<file path="src/rtl/pipe_stage_reg_if.sv">
// Valid/ready beat channel used on both sides of pipe_stage_reg.
// The master drives valid/data/ctrl and the slave drives ready.
interface pipe_stage_reg_if #(
  parameter int unsigned DATA_W = 64,
  parameter int unsigned CTRL_W = 4
);
  logic              valid;
  logic              ready;
  logic [DATA_W-1:0] data;
  logic [CTRL_W-1:0] ctrl;

  modport master (
    output valid,
    output data,
    output ctrl,
    input  ready
  );

  modport slave (
    input  valid,
    input  data,
    input  ctrl,
    output ready
  );
endinterface

</file>
<file path="src/rtl/pipe_stage_reg.sv">
// pipe_stage_reg: generic RV32 pipeline stage register (IF/ID, ID/EX, EX/MEM, MEM/WB).
// Holds a payload and a control bundle under a valid/ready handshake. Supports stall,
// flush, and a saturating stall counter. The control bundle is gated to zero for bubbles.
//
// Build option PIPE_SKID_EN:
//   undefined - single entry; in_ready is combinational (!out_valid | out_ready).
//   defined   - main + skid entry; in_ready is a flop, which cuts the out_ready->in_ready path.
module pipe_stage_reg #(
  parameter int unsigned DATA_W = 64,
  parameter int unsigned CTRL_W = 4,
  parameter int unsigned CNT_W  = 16
) (
  input  logic             clk,
  input  logic             reset,
  input  logic             flush,
  pipe_stage_reg_if.slave  in_if,
  pipe_stage_reg_if.master out_if,
  input  logic             cnt_clr,
  output logic [CNT_W-1:0] stall_cnt
);

  // Main (output-facing) entry.
  logic              r_main_valid;
  logic [DATA_W-1:0] r_main_data;
  logic [CTRL_W-1:0] r_main_ctrl;

  logic              w_in_ready;
  logic              w_in_fire;
  logic              w_out_fire;

  assign w_in_fire  = in_if.valid & w_in_ready;
  assign w_out_fire = r_main_valid & out_if.ready;

`ifdef PIPE_SKID_EN

  // Skid entry holds the beat accepted while main is full and stalled.
  logic              r_skid_valid;
  logic [DATA_W-1:0] r_skid_data;
  logic [CTRL_W-1:0] r_skid_ctrl;
  logic              r_in_ready;

  logic              w_main_valid_nxt;
  logic [DATA_W-1:0] w_main_data_nxt;
  logic [CTRL_W-1:0] w_main_ctrl_nxt;
  logic              w_skid_valid_nxt;
  logic [DATA_W-1:0] w_skid_data_nxt;
  logic [CTRL_W-1:0] w_skid_ctrl_nxt;

  assign w_in_ready = r_in_ready;

  // Next-state for both entries: drain main first (refilled from skid), then place the
  // incoming beat behind whatever is still held so acceptance order is preserved.
  always_comb begin
    w_main_valid_nxt = r_main_valid;
    w_main_data_nxt  = r_main_data;
    w_main_ctrl_nxt  = r_main_ctrl;
    w_skid_valid_nxt = r_skid_valid;
    w_skid_data_nxt  = r_skid_data;
    w_skid_ctrl_nxt  = r_skid_ctrl;
    if (flush) begin
      // Data registers keep their contents; only the valid bits are squashed.
      w_main_valid_nxt = 1'b0;
      w_skid_valid_nxt = 1'b0;
    end else begin
      if (w_out_fire) begin
        if (r_skid_valid) begin
          w_main_data_nxt  = r_skid_data;
          w_main_ctrl_nxt  = r_skid_ctrl;
          w_skid_valid_nxt = 1'b0;
        end else begin
          w_main_valid_nxt = 1'b0;
        end
      end
      if (w_in_fire) begin
        if (!w_main_valid_nxt) begin
          w_main_valid_nxt = 1'b1;
          w_main_data_nxt  = in_if.data;
          w_main_ctrl_nxt  = in_if.ctrl;
        end else begin
          w_skid_valid_nxt = 1'b1;
          w_skid_data_nxt  = in_if.data;
          w_skid_ctrl_nxt  = in_if.ctrl;
        end
      end
    end
  end

  // Entry state and registered in_ready (low exactly while the skid entry is occupied).
  always_ff @(posedge clk) begin
    if (reset) begin
      r_main_valid <= 1'b0;
      r_main_data  <= '0;
      r_main_ctrl  <= '0;
      r_skid_valid <= 1'b0;
      r_skid_data  <= '0;
      r_skid_ctrl  <= '0;
      r_in_ready   <= 1'b1;
    end else begin
      r_main_valid <= w_main_valid_nxt;
      r_main_data  <= w_main_data_nxt;
      r_main_ctrl  <= w_main_ctrl_nxt;
      r_skid_valid <= w_skid_valid_nxt;
      r_skid_data  <= w_skid_data_nxt;
      r_skid_ctrl  <= w_skid_ctrl_nxt;
      r_in_ready   <= ~w_skid_valid_nxt;
    end
  end

`else

  // Single entry: a new beat may enter in the same cycle the held beat leaves.
  assign w_in_ready = ~r_main_valid | out_if.ready;

  // Main entry load/drain; flush squashes valid but leaves the payload in place.
  always_ff @(posedge clk) begin
    if (reset) begin
      r_main_valid <= 1'b0;
      r_main_data  <= '0;
      r_main_ctrl  <= '0;
    end else if (flush) begin
      r_main_valid <= 1'b0;
    end else if (w_in_fire) begin
      r_main_valid <= 1'b1;
      r_main_data  <= in_if.data;
      r_main_ctrl  <= in_if.ctrl;
    end else if (w_out_fire) begin
      r_main_valid <= 1'b0;
    end
  end

`endif

  // Stall counter: counts held-but-blocked cycles, saturates, clear beats increment.
  logic [CNT_W-1:0] r_stall_cnt;

  always_ff @(posedge clk) begin
    if (reset) begin
      r_stall_cnt <= '0;
    end else if (cnt_clr) begin
      r_stall_cnt <= '0;
    end else if (r_main_valid && !out_if.ready && (r_stall_cnt != '1)) begin
      r_stall_cnt <= r_stall_cnt + 1'b1;
    end
  end

  assign in_if.ready  = w_in_ready;
  assign out_if.valid = r_main_valid;
  assign out_if.data  = r_main_data;
  // Bubbles must never carry a live write enable downstream.
  assign out_if.ctrl  = r_main_valid ? r_main_ctrl : '0;
  assign stall_cnt    = r_stall_cnt;

endmodule

</file>
<file path="src/flat_wrapper.sv">
// flat-port wrapper written by rule: the top's interface ports become plain ports
module pipe_stage_reg_flat 
#(
  parameter int unsigned DATA_W = 64,
  parameter int unsigned CTRL_W = 4,
  parameter int unsigned CNT_W  = 16
)
  (clk, reset, flush, cnt_clr, stall_cnt, in_if_valid, in_if_data, in_if_ctrl, in_if_ready, out_if_valid, out_if_data, out_if_ctrl, out_if_ready);
  pipe_stage_reg_if #(.DATA_W(DATA_W), .CTRL_W(CTRL_W)) in_if_i ();
  pipe_stage_reg_if #(.DATA_W(DATA_W), .CTRL_W(CTRL_W)) out_if_i ();
  input  logic clk;
  input  logic reset;
  input  logic flush;
  input  logic cnt_clr;
  output logic [CNT_W-1:0] stall_cnt;
  input wire logic [$bits(in_if_i.valid)-1:0] in_if_valid;
  input wire logic [$bits(in_if_i.data)-1:0] in_if_data;
  input wire logic [$bits(in_if_i.ctrl)-1:0] in_if_ctrl;
  output wire logic [$bits(in_if_i.ready)-1:0] in_if_ready;
  output wire logic [$bits(out_if_i.valid)-1:0] out_if_valid;
  output wire logic [$bits(out_if_i.data)-1:0] out_if_data;
  output wire logic [$bits(out_if_i.ctrl)-1:0] out_if_ctrl;
  input wire logic [$bits(out_if_i.ready)-1:0] out_if_ready;
  assign in_if_i.valid = in_if_valid;
  assign in_if_i.data = in_if_data;
  assign in_if_i.ctrl = in_if_ctrl;
  assign in_if_ready = in_if_i.ready;
  assign out_if_valid = out_if_i.valid;
  assign out_if_data = out_if_i.data;
  assign out_if_ctrl = out_if_i.ctrl;
  assign out_if_i.ready = out_if_ready;
  pipe_stage_reg #(.DATA_W(DATA_W), .CTRL_W(CTRL_W), .CNT_W(CNT_W)) u_core (.clk(clk), .reset(reset), .flush(flush), .in_if(in_if_i), .out_if(out_if_i), .cnt_clr(cnt_clr), .stall_cnt(stall_cnt));
endmodule
</file>
<file path="config.mk">
export PLATFORM = sky130hd
export DESIGN_NAME = pipe_stage_reg_flat
export DESIGN_NICKNAME = d
export VERILOG_FILES = /design/src/rtl/pipe_stage_reg_if.sv /design/src/rtl/pipe_stage_reg.sv /design/src/flat_wrapper.sv
export SDC_FILE = /design/constraint.sdc
export NUM_CORES = 1
export LEC_CHECK = 0
export CORE_AREA = 2 2 108 110
export DETAILED_ROUTE_END_ITERATION = 8
export DIE_AREA = 0 0 110 112
export GPL_ROUTABILITY_DRIVEN = 0
export PLACE_DENSITY = 0.64
export SETUP_SLACK_MARGIN = 0.05
export SYNTH_ARGS = -nofsm -noshare
export SYNTH_HDL_FRONTEND = slang
export SYNTH_SLANG_ARGS = --single-unit
</file>
<file path="constraint.sdc">
create_clock -name clk -period 2 [get_ports clk]
set_input_delay 0.6 -clock clk [delete_from_list [all_inputs] [get_ports clk]]
set_output_delay 0.6 -clock clk [all_outputs]
set_load 0.02 [all_outputs]
</file>
; ---- Word level (Yosys, flattened, before mapping)
; Index checks and enable logic that the tools add are counted.
[totals]
out_inout_bits = 86
ff_bits = 85
inputBits = 74
word_cells = 21
[classes]
n_addsub = 1
eq_ne = 1
n_bitwise = 5
n_mux = 3
reduce_logical = 7
[op_table]
columns = cell, n
row1 = "16-bit by 1-bit adder with 16-bit output, second input constant", 1
row2 = "16-bit inequality test, second input constant", 1
row3 = 4-bit two-way mux, 1
row4 = 2-bit OR reduction, 2
row5 = 1-bit AND, 2
row6 = 1-bit logical AND, 2
row7 = 1-bit two-way mux, 2
row8 = 1-bit inverter, 2
row9 = 2-bit AND reduction, 1
row10 = 2-bit nonzero test, 1
row11 = 1-bit zero test, 1
row12 = 1-bit OR, 1

; ---- Depth between registers and ports, before layout
; Gate-level depths: netlist of run 1.
[logic_depth]
ltp_word = 4
depth_mapped = 8
ltp_nobuf = 5

; ---- Least setup slack after synthesis of run 1
; OpenSTA, ideal clock, no wires.
[synth_timing]
kind = input to register
startpoint = input port reset
endpoint = register u_core.r_stall_cnt[13] (netlist: u_core.stall_cnt[13])
cell_stages = 5
required_ns = 1.940
t_arrival_ns = 1.690
slack_ns = 0.250
cell_sequence = clkbuf_1 or2_2 clkbuf_1 or4b_1 nand2_1
[synth_between]
elab_chain_cells = 1
[synth_lines]
columns = element, line_no
row1 = from (decl), flat_wrapper.sv:12  ; input logic reset;
row2 = 2-bit OR reduction (no line), n/a
row3 = to (signal assigned), pipe_stage_reg.sv:142  ; r_stall_cnt <= r_stall_cnt + 1'b1;
row4 = to (decl), pipe_stage_reg.sv:134  ; logic [CNT_W-1:0] r_stall_cnt;
; No other way between the ends.
; A chain may end at the register's enable or synchronous reset.

; ---- Final worst setup path of run 1
[layout_timing]
startpoint = register u_core.r_main_data[2] (netlist: u_core.out_if.data[2])
endpoint = output port out_if_data[2]
[layout_lines]
columns = element, line_no
row1 = from (decl), pipe_stage_reg.sv:24  ; logic [DATA_W-1:0] r_main_data;
row2 = from (signal assigned), pipe_stage_reg.sv:124  ; r_main_data <= in_if.data;
row3 = to (decl), flat_wrapper.sv:21  ; output wire logic [$bits(out_if_i.data)-1:0] out_if_data;
; No word-level cell between the ends.

==> metrics, run 1 <==
DRT Pass-1 Iters=4; EDFF count, synth=0; Routed WL=9520 um; Worst Tran Pin Value=0.726 ns; CTS H-tree lvls=3; Initial DRC Count=132; Synthesized Nets=485; r2r worst-path depth=5; reg2reg end=u_core.stall_cnt[6]$_SDFFE_PP0P_; Seq/Total Area, Yosys=52.0%; Worst setup SP type=flip-flop; vias in the first global route=3275; Worst Hold Endpoint=u_core.r_main_ctrl[1]$_SDFFE_PP0P_; Chip Height=112 um; Via Count=3367; num ports=160; worst min-delay path class=reg2reg; Rows=39; Mapped Area=0.00327 mm2; max-capacitance violation count=0; fill cell count=1119; Layout Cells excl Fill=721; Reg2Reg Setup Slack=0.16 ns; Worst Path Required=1.40 ns; input/output buffers=159; wire per inst=13.2 um; CTS tree=built; VDD IR max=0.605 mV; Worst-path clk slew=0.06 ns; Setup Skew=0.00464 ns; cell family with most CP delay=buffers and inverters; HP Start=u_core.r_main_ctrl[1]$_SDFFE_PP0P_; fin crit period=1.89 ns; setup TNS=0 ns; outcome=finished clean; Most used DFF post-synth=dfxtp_1; RSZ-0062 raised after global routing=false; power per standard cell area=736 mW/mm2; async set-or-reset flop fraction in the synthesized netlist=0%; TritonCTS Buffers=9; worst rel slew slack=51.6%; Mean Syn Cell Area=7.98 um2; layout cells sized above 1=8.48%; area of the die=0.0123 mm2; Worst-Skew Late Latency=0.34 ns; total power=3950 uW; P_leak=0.00204 uW; number of synthesized register bits=85; final setup vio count=0; synth warn=0; final hold vios=0; Final period util=94.7%; critical path's slowest cell=clkdlybuf4s50_1; Synth cell types=40; Synth area leader=dfxtp_1; CORE AREA=0.0112 mm2; Critical Path, Cell by Cell=clkdlybuf4s50_1; Die W=110 um; hold path depth=2; Clock Path Buffers=2; Buf/Inv on CP=1; largest net degree at the start of global routing=70; aggregate global-route resource usage=16.0%; top cells by area, synth=dfxtp_1 (52%), nand2_1 (17%), a21oi_1 (12%); antenna cells=0; Pins Over Slew Limit=0; drt drc=0; CP endpoint kind=primary output; share of Yosys cell area claimed by the top area cell type=52.0%; initial antenna violation count=0; Final ANT Viol Nets=0; first-pass GRT wire length=15500 um; CP arrival=1.29 ns; final global-route overflow total=0; Initial Utilization=29.3%; post-DP HPWL=6890 um; dpl cells=703; Crit path largest cell delay=0.62 ns; crit-path max FO=2; Fmax achieved=528 MHz; post-synthesis cell count=410; synth-to-layout area growth=64.1%; critical path type=reg2out; layout net count=648; root buffer cell=clkbuf_16; Reg-to-Reg Start=u_core.stall_cnt[0]$_SDFFE_PP0P_; DR vias/cell=4.67; clock sinks=85
area by class of cell:
type	count	area, um2	share of cell area (%)
clock inverter	5	50.0	0.932
clock buffer	11	243	4.52
multi-input combinational	295	1450	27.0
timing repair buffer	179	1730	32.3
sequential	85	1700	31.7
tap	143	179	3.33
inverter	3	11.3	0.210
metrics by stage:
step                worst slack (ns)  area [um2]  hold slack, ns  utilization [%]
floorplan                      0.250        3270           0.432                -
global placement              -0.474        5090           0.439             45.5
detailed placement            -0.449        5090           0.443             45.5
CTS                           0.0519        5370           0.451             48.1
global route                  0.0542        5370           0.468             48.0
finish                         0.105        5370           0.447             48.0
kinds of logic after synthesis:
group / after synthesis / share of synthesized area (%)
buffers and inverters: 30 / 3.94
flip-flops: 85 / 52.0
adder cells (fa/ha/maj): 1 / 0.382
AND/OR/NAND/NOR: 198 / 27.6
AO/OA/AOI/OAI: 93 / 15.1
multiplexers: 3 / 0.918
layout by cell type, fill, tap and decap left out, drive strengths merged, types with 4 or more instances in the layout:
cell type / n
nand2: 148
clkdlybuf4s50: 133
dfxtp: 85
a21oi: 78
buf: 22
dlygate4sd2: 19
clkbuf: 13
nor2: 7
nand3: 6
o31ai: 5
or4: 5
nand4: 5
nor4: 5
and2: 4
nor3: 4
o21ai: 4
clkinv: 4
or3: 4
cell usage after synthesis (2+ instances only):
cell type and count:
clkbuf_1 19, dfxtp_1 85, inv_1 2, nor4_1 3, a21oi_1 78, nand3_1 5, nor2_1 7, nand2_1 148
or4_1 5, nand4_1 4, or3_1 3, nor3_1 4, and2_1 4, buf_2 7, mux2i_1 3, a211oi_1 2
o21ai_0 4, o31ai_1 5
worst min-delay path: cells and delay by family, from the launching register on:
family,cells,cell delay [ns]
DFF,1,0.30
and+or+nand+nor,1,0.05
AOI/OAI and AO/OA,1,0.05
routing by layer:
layer / global-route usage, % / routed length, um / vias up
met5: 0 / 0 / -
li1: - / - / 1704
met1: 18.3 / 3760 / 1530
met4: 4.56 / 164 / 0
met3: 7.79 / 888 / 14
met2: 26.4 / 4710 / 119
registers in the layout (all words and copies together), names as in the netlist:
| register | flops |
|---|---|
| u_core.out_if.data | 64 |
| u_core.out_if.valid | 1 |
| u_core.r_main_ctrl | 4 |
| u_core.stall_cnt | 16 |
how the worst max path moves through the flow:
stage	cells after the start	from	slack, ns	end
2_1_floorplan	5	reset	0.25	u_core.stall_cnt[13]$_SDFFE_PP0P_
3_3_place_gp	4	out_if_ready	-0.47	in_if_ready
3_5_place_dp	4	out_if_ready	-0.45	in_if_ready
4_1_cts	3	u_core.out_if.valid$_SDFFE_PP0P_	0.05	out_if_ctrl[3]
5_1_grt	1	u_core.out_if.data[25]$_SDFFE_PP0P_	0.05	out_if_data[25]
6_report	1	u_core.out_if.data[2]$_SDFFE_PP0P_	0.11	out_if_data[2]
what timing repair did:
action,in CTS,in global routing
resized for setup,28,6
buffers inserted,2,0
pin swaps,0,0
setup endpoints to repair,70,5
hold buffers,0,0
power by group:
group / internal, uW / switching (uW) / total, uW
Clock: 992 / 641 / 1630
Sequential: 1760 / 31.5 / 1790
Combinational: 286 / 245 / 531
Total: 3040 / 917 / 3950
No activity file was read; power rests on OpenSTA's default activity.
==> run 2, diff against run 1 <==
- ABC_AREA: unset -> 1
- CORE_AREA: 2 2 108 110 -> 2 2 105 117
- DIE_AREA: 0 0 110 112 -> 0 0 107 119
==> run 2 against run 1 <==
  * Utilization down 1.6 points
  * Die area up 3.4%
  * Count of clock-buffer cells in the layout up 2
  * Sequential power up 3%
  * Critical path depth up 3
  * Global-route usage down 0.83 points
  * Flip-flop and latch count unchanged
  * Critical path type is now in2out
  * Critical endpoint is now in_if_ready
==> metrics, run 2 <==
Die W=107 um (-2.7%); first-pass GRT wire length=15600 um (+0.58%); Setup Skew=0.00422 ns (-0.000420 ns); max-capacitance violation count=0 (unchanged); power per standard cell area=770 mW/mm2 (+4.5%); Seq/Total Area, Yosys=50.1% (-1.9 points); share of Yosys cell area claimed by the top area cell type=50.1% (-1.9 points); pre-CTS WS=-0.403 ns (+0.0461 ns); Most used DFF post-synth=dfxtp_1; vias in the first global route=3315 (+1.2%); Via Count=3422 (+1.6%); Pins Over Slew Limit=0 (unchanged); async set-or-reset flop fraction in the synthesized netlist=0% (unchanged); Crit path largest cell delay=0.48 ns (-0.14 ns); Post-synth top cells=nor2_1 (171), dfxtp_1 (85), o21ai_0 (64); Final period util=96.0% (+1.2 points); worst min-delay path class=reg2reg; Worst Hold Endpoint=u_core.out_if.data[45]$_SDFFE_PP0P_; setup TNS=0 ns (unchanged); CORE AREA=0.0117 mm2 (+4.9%); CTS tree=built; Reg-to-Reg Start=u_core.stall_cnt[0]$_SDFFE_PP0P_; layout cells sized above 1=6.61% (-1.9 points); Initial DRC Count=132 (unchanged); Worst Tran Pin Value=0.370 ns (-0.356 ns); synth warn=0 (unchanged); HP Start=u_core.out_if.data[45]$_SDFFE_PP0P_; critical path type=in2out; drt drc=0 (unchanged); Fmax achieved=521 MHz (-1.3%); Reg2Reg Setup Slack=0.38 ns (+0.22 ns); crit-path max FO=2 (unchanged); cell family with most CP delay=buffers and inverters; reg2reg end=u_core.stall_cnt[4]$_SDFFE_PP0P_; largest net degree at the start of global routing=57 (-19%); final hold vios=0 (unchanged); setup ws final=0.0809 ns (-0.0241 ns); Layout Cells excl Fill=774 (+7.4%); CP endpoint kind=primary output; Initial Utilization=29.0% (-0.32 points); EDFF count, synth=0 (unchanged); Synth area leader=dfxtp_1; post-CTS setup buffers=0 (-2); Critical Path, Cell by Cell=clkdlybuf4s50_1 > inv_1 > nand2_4 > buf_6; Routed WL=9370 um (-1.6%); r2r worst-path depth=6 (+1); root buffer cell=clkbuf_16; Worst-Skew Late Latency=0.33 ns (about the same); CP arrival=1.32 ns (+0.03 ns); number of flip-flops in the largest register=64 (unchanged); most frequent cell after synthesis=nor2_1; number of synthesized register bits=85 (unchanged); fin crit period=1.92 ns (+0.0241 ns); P_leak=0.00222 uW (+8.8%); input/output buffers=159 (unchanged); outcome=finished clean; Clock Path Buffers=2 (unchanged); aggregate global-route resource usage=15.2% (-0.83 points); area of the die=0.0127 mm2 (+3.4%); post-DP HPWL=6780 um (-1.6%); Final ANT Viol Nets=0 (unchanged); antenna cells=0 (unchanged); hold path depth=2 (unchanged); critical path's slowest cell=clkdlybuf4s50_1; top cells by area, synth=dfxtp_1 (50%), nor2_1 (19%), o21ai_0 (9.4%); Worst Path Required=1.40 ns (about the same); DRT Pass-1 Iters=4 (unchanged); most frequent cells in the layout=nor2_1 (171), clkdlybuf4s50_1 (136), dfxtp_1 (84), o21ai_0 (64), nand2_1 (41); Buf/Inv on CP=3 (+2); final global-route overflow total=0 (unchanged); Synthesized Nets=532 (+9.7%); Worst-path clk slew=0.06 ns (about the same); Mapped Area=0.00339 mm2 (+3.7%); DR vias/cell=4.42 (-5.3%); Chip Height=119 um (+6.3%); initial antenna violation count=0 (unchanged); CTS H-tree lvls=3 (unchanged); final setup vio count=0 (unchanged); commonest non-fill, non-tap cell in the layout=nor2_1; Worst setup SP type=input pin; worst rel slew slack=75.3% (+24 points); TritonCTS Buffers=9 (unchanged); post-synthesis cell count=457 (+11%); clock sinks=85 (unchanged); RSZ-0062 raised after global routing=false; layout net count=690 (+6.5%); Synth cell types=22 (-45%); VDD IR max=0.531 mV (-12%); final core utilization=46.4% (-1.6 points); num ports=160 (unchanged); Mean Syn Cell Area=7.43 um2 (-7.0%); synth-to-layout area growth=60.4%; Rows=42 (+7.7%); wire per inst=12.1 um (-8.3%); dpl cells=758 (+7.8%)
-- run 2: cell types whose count changed after synthesis, moves of 5 or more --
| cell | previous run | this run |
|---|---|---|
| a21oi_1 | 78 | 11 |
| nor2_1 | 7 | 171 |
| o21ai_1 | 0 | 5 |
| o21ai_0 | 4 | 64 |
| or4_1 | 5 | 0 |
| nand3_1 | 5 | 19 |
| inv_1 | 2 | 19 |
| nand2_1 | 148 | 41 |
| nor2_4 | 0 | 5 |
| buf_6 | 1 | 7 |
| clkbuf_1 | 19 | 7 |
| o31ai_1 | 5 | 0 |
-- run 2: tightest hold or removal path: cells and delay by family (launching register included) --
family	cells	cell delay (ns)
simple gates	2	0.12
flops	1	0.32
-- run 2: stage by stage --
step / hold WS [ns] / instance area, um2 / power (uW)
final: 0.483 / 5440 / 4190
after global routing: 0.498 / 5440 / 4410
after CTS: 0.486 / 5430 / 4260
after detailed placement: 0.472 / 5160 / 2560
after global placement: 0.463 / 5160 / 2550
after floorplan: 0.455 / 3390 / 2190
-- run 2: how the worst max path moves through the flow --
stage / cells after the start / endpoint / from / slack [ns]
2_1_floorplan: 7 / u_core.stall_cnt[15]$_SDFFE_PP0P_ / u_core.stall_cnt[0]$_SDFFE_PP0P_ / 0.48
4_1_cts: 1 / stall_cnt[9] / u_core.stall_cnt[9]$_SDFFE_PP0P_ / 0.05
3_5_place_dp: 4 / in_if_ready / out_if_ready / -0.40
3_3_place_gp: 4 / in_if_ready / out_if_ready / -0.41
6_report: 4 / in_if_ready / out_if_ready / 0.08
5_1_grt: 1 / out_if_data[47] / u_core.out_if.data[47]$_SDFFE_PP0P_ / 0.05
-- run 2: cell families after synthesis --
| logic type | count (synthesis) | share of synthesized area (%) |
|---|---|---|
| DFF | 85 | 50.1 |
| buffers and inverters | 45 | 7.04 |
| AOI/OAI and AO/OA | 82 | 12.3 |
| adders and majority gates | 1 | 0.369 |
| and+or+nand+nor | 244 | 30.2 |
-- run 2: metal layers --
| layer | vias up | wire [um] | part of all wire (%) | global-route usage, % |
|---|---|---|---|---|
| met3 | 10 | 798 | 8.5 | 5.36 |
| met1 | 1541 | 3810 | 41 | 17.2 |
| met4 | 0 | 152 | 1.6 | 5.93 |
| met5 | - | 0 | 0 | 0 |
| met2 | 108 | 4610 | 49 | 26.0 |
| li1 | 1763 | - | - | - |
-- run 2: area by class of cell --
cell class	instances	area, um2
clock buffer	13	250
clock inverter	3	45.0
fill	1175	6280
inverter	21	78.8
multi-input combinational	327	1450
sequential	85	1710
tap	154	193
timing repair buffer	171	1720
-- run 2: repair_timing --
action / 4_1_cts / 5_1_grt
resized for setup: 26 / 4
hold buffers: 0 / 0
endpoints found under the setup margin: 20 / 4
-- run 2: power breakdown --
group	internal [uW]	switching [uW]	leakage (uW)
Clock	1000	667	0.000136
Sequential	1790	50.1	0.000699
Combinational	362	319	0.00138
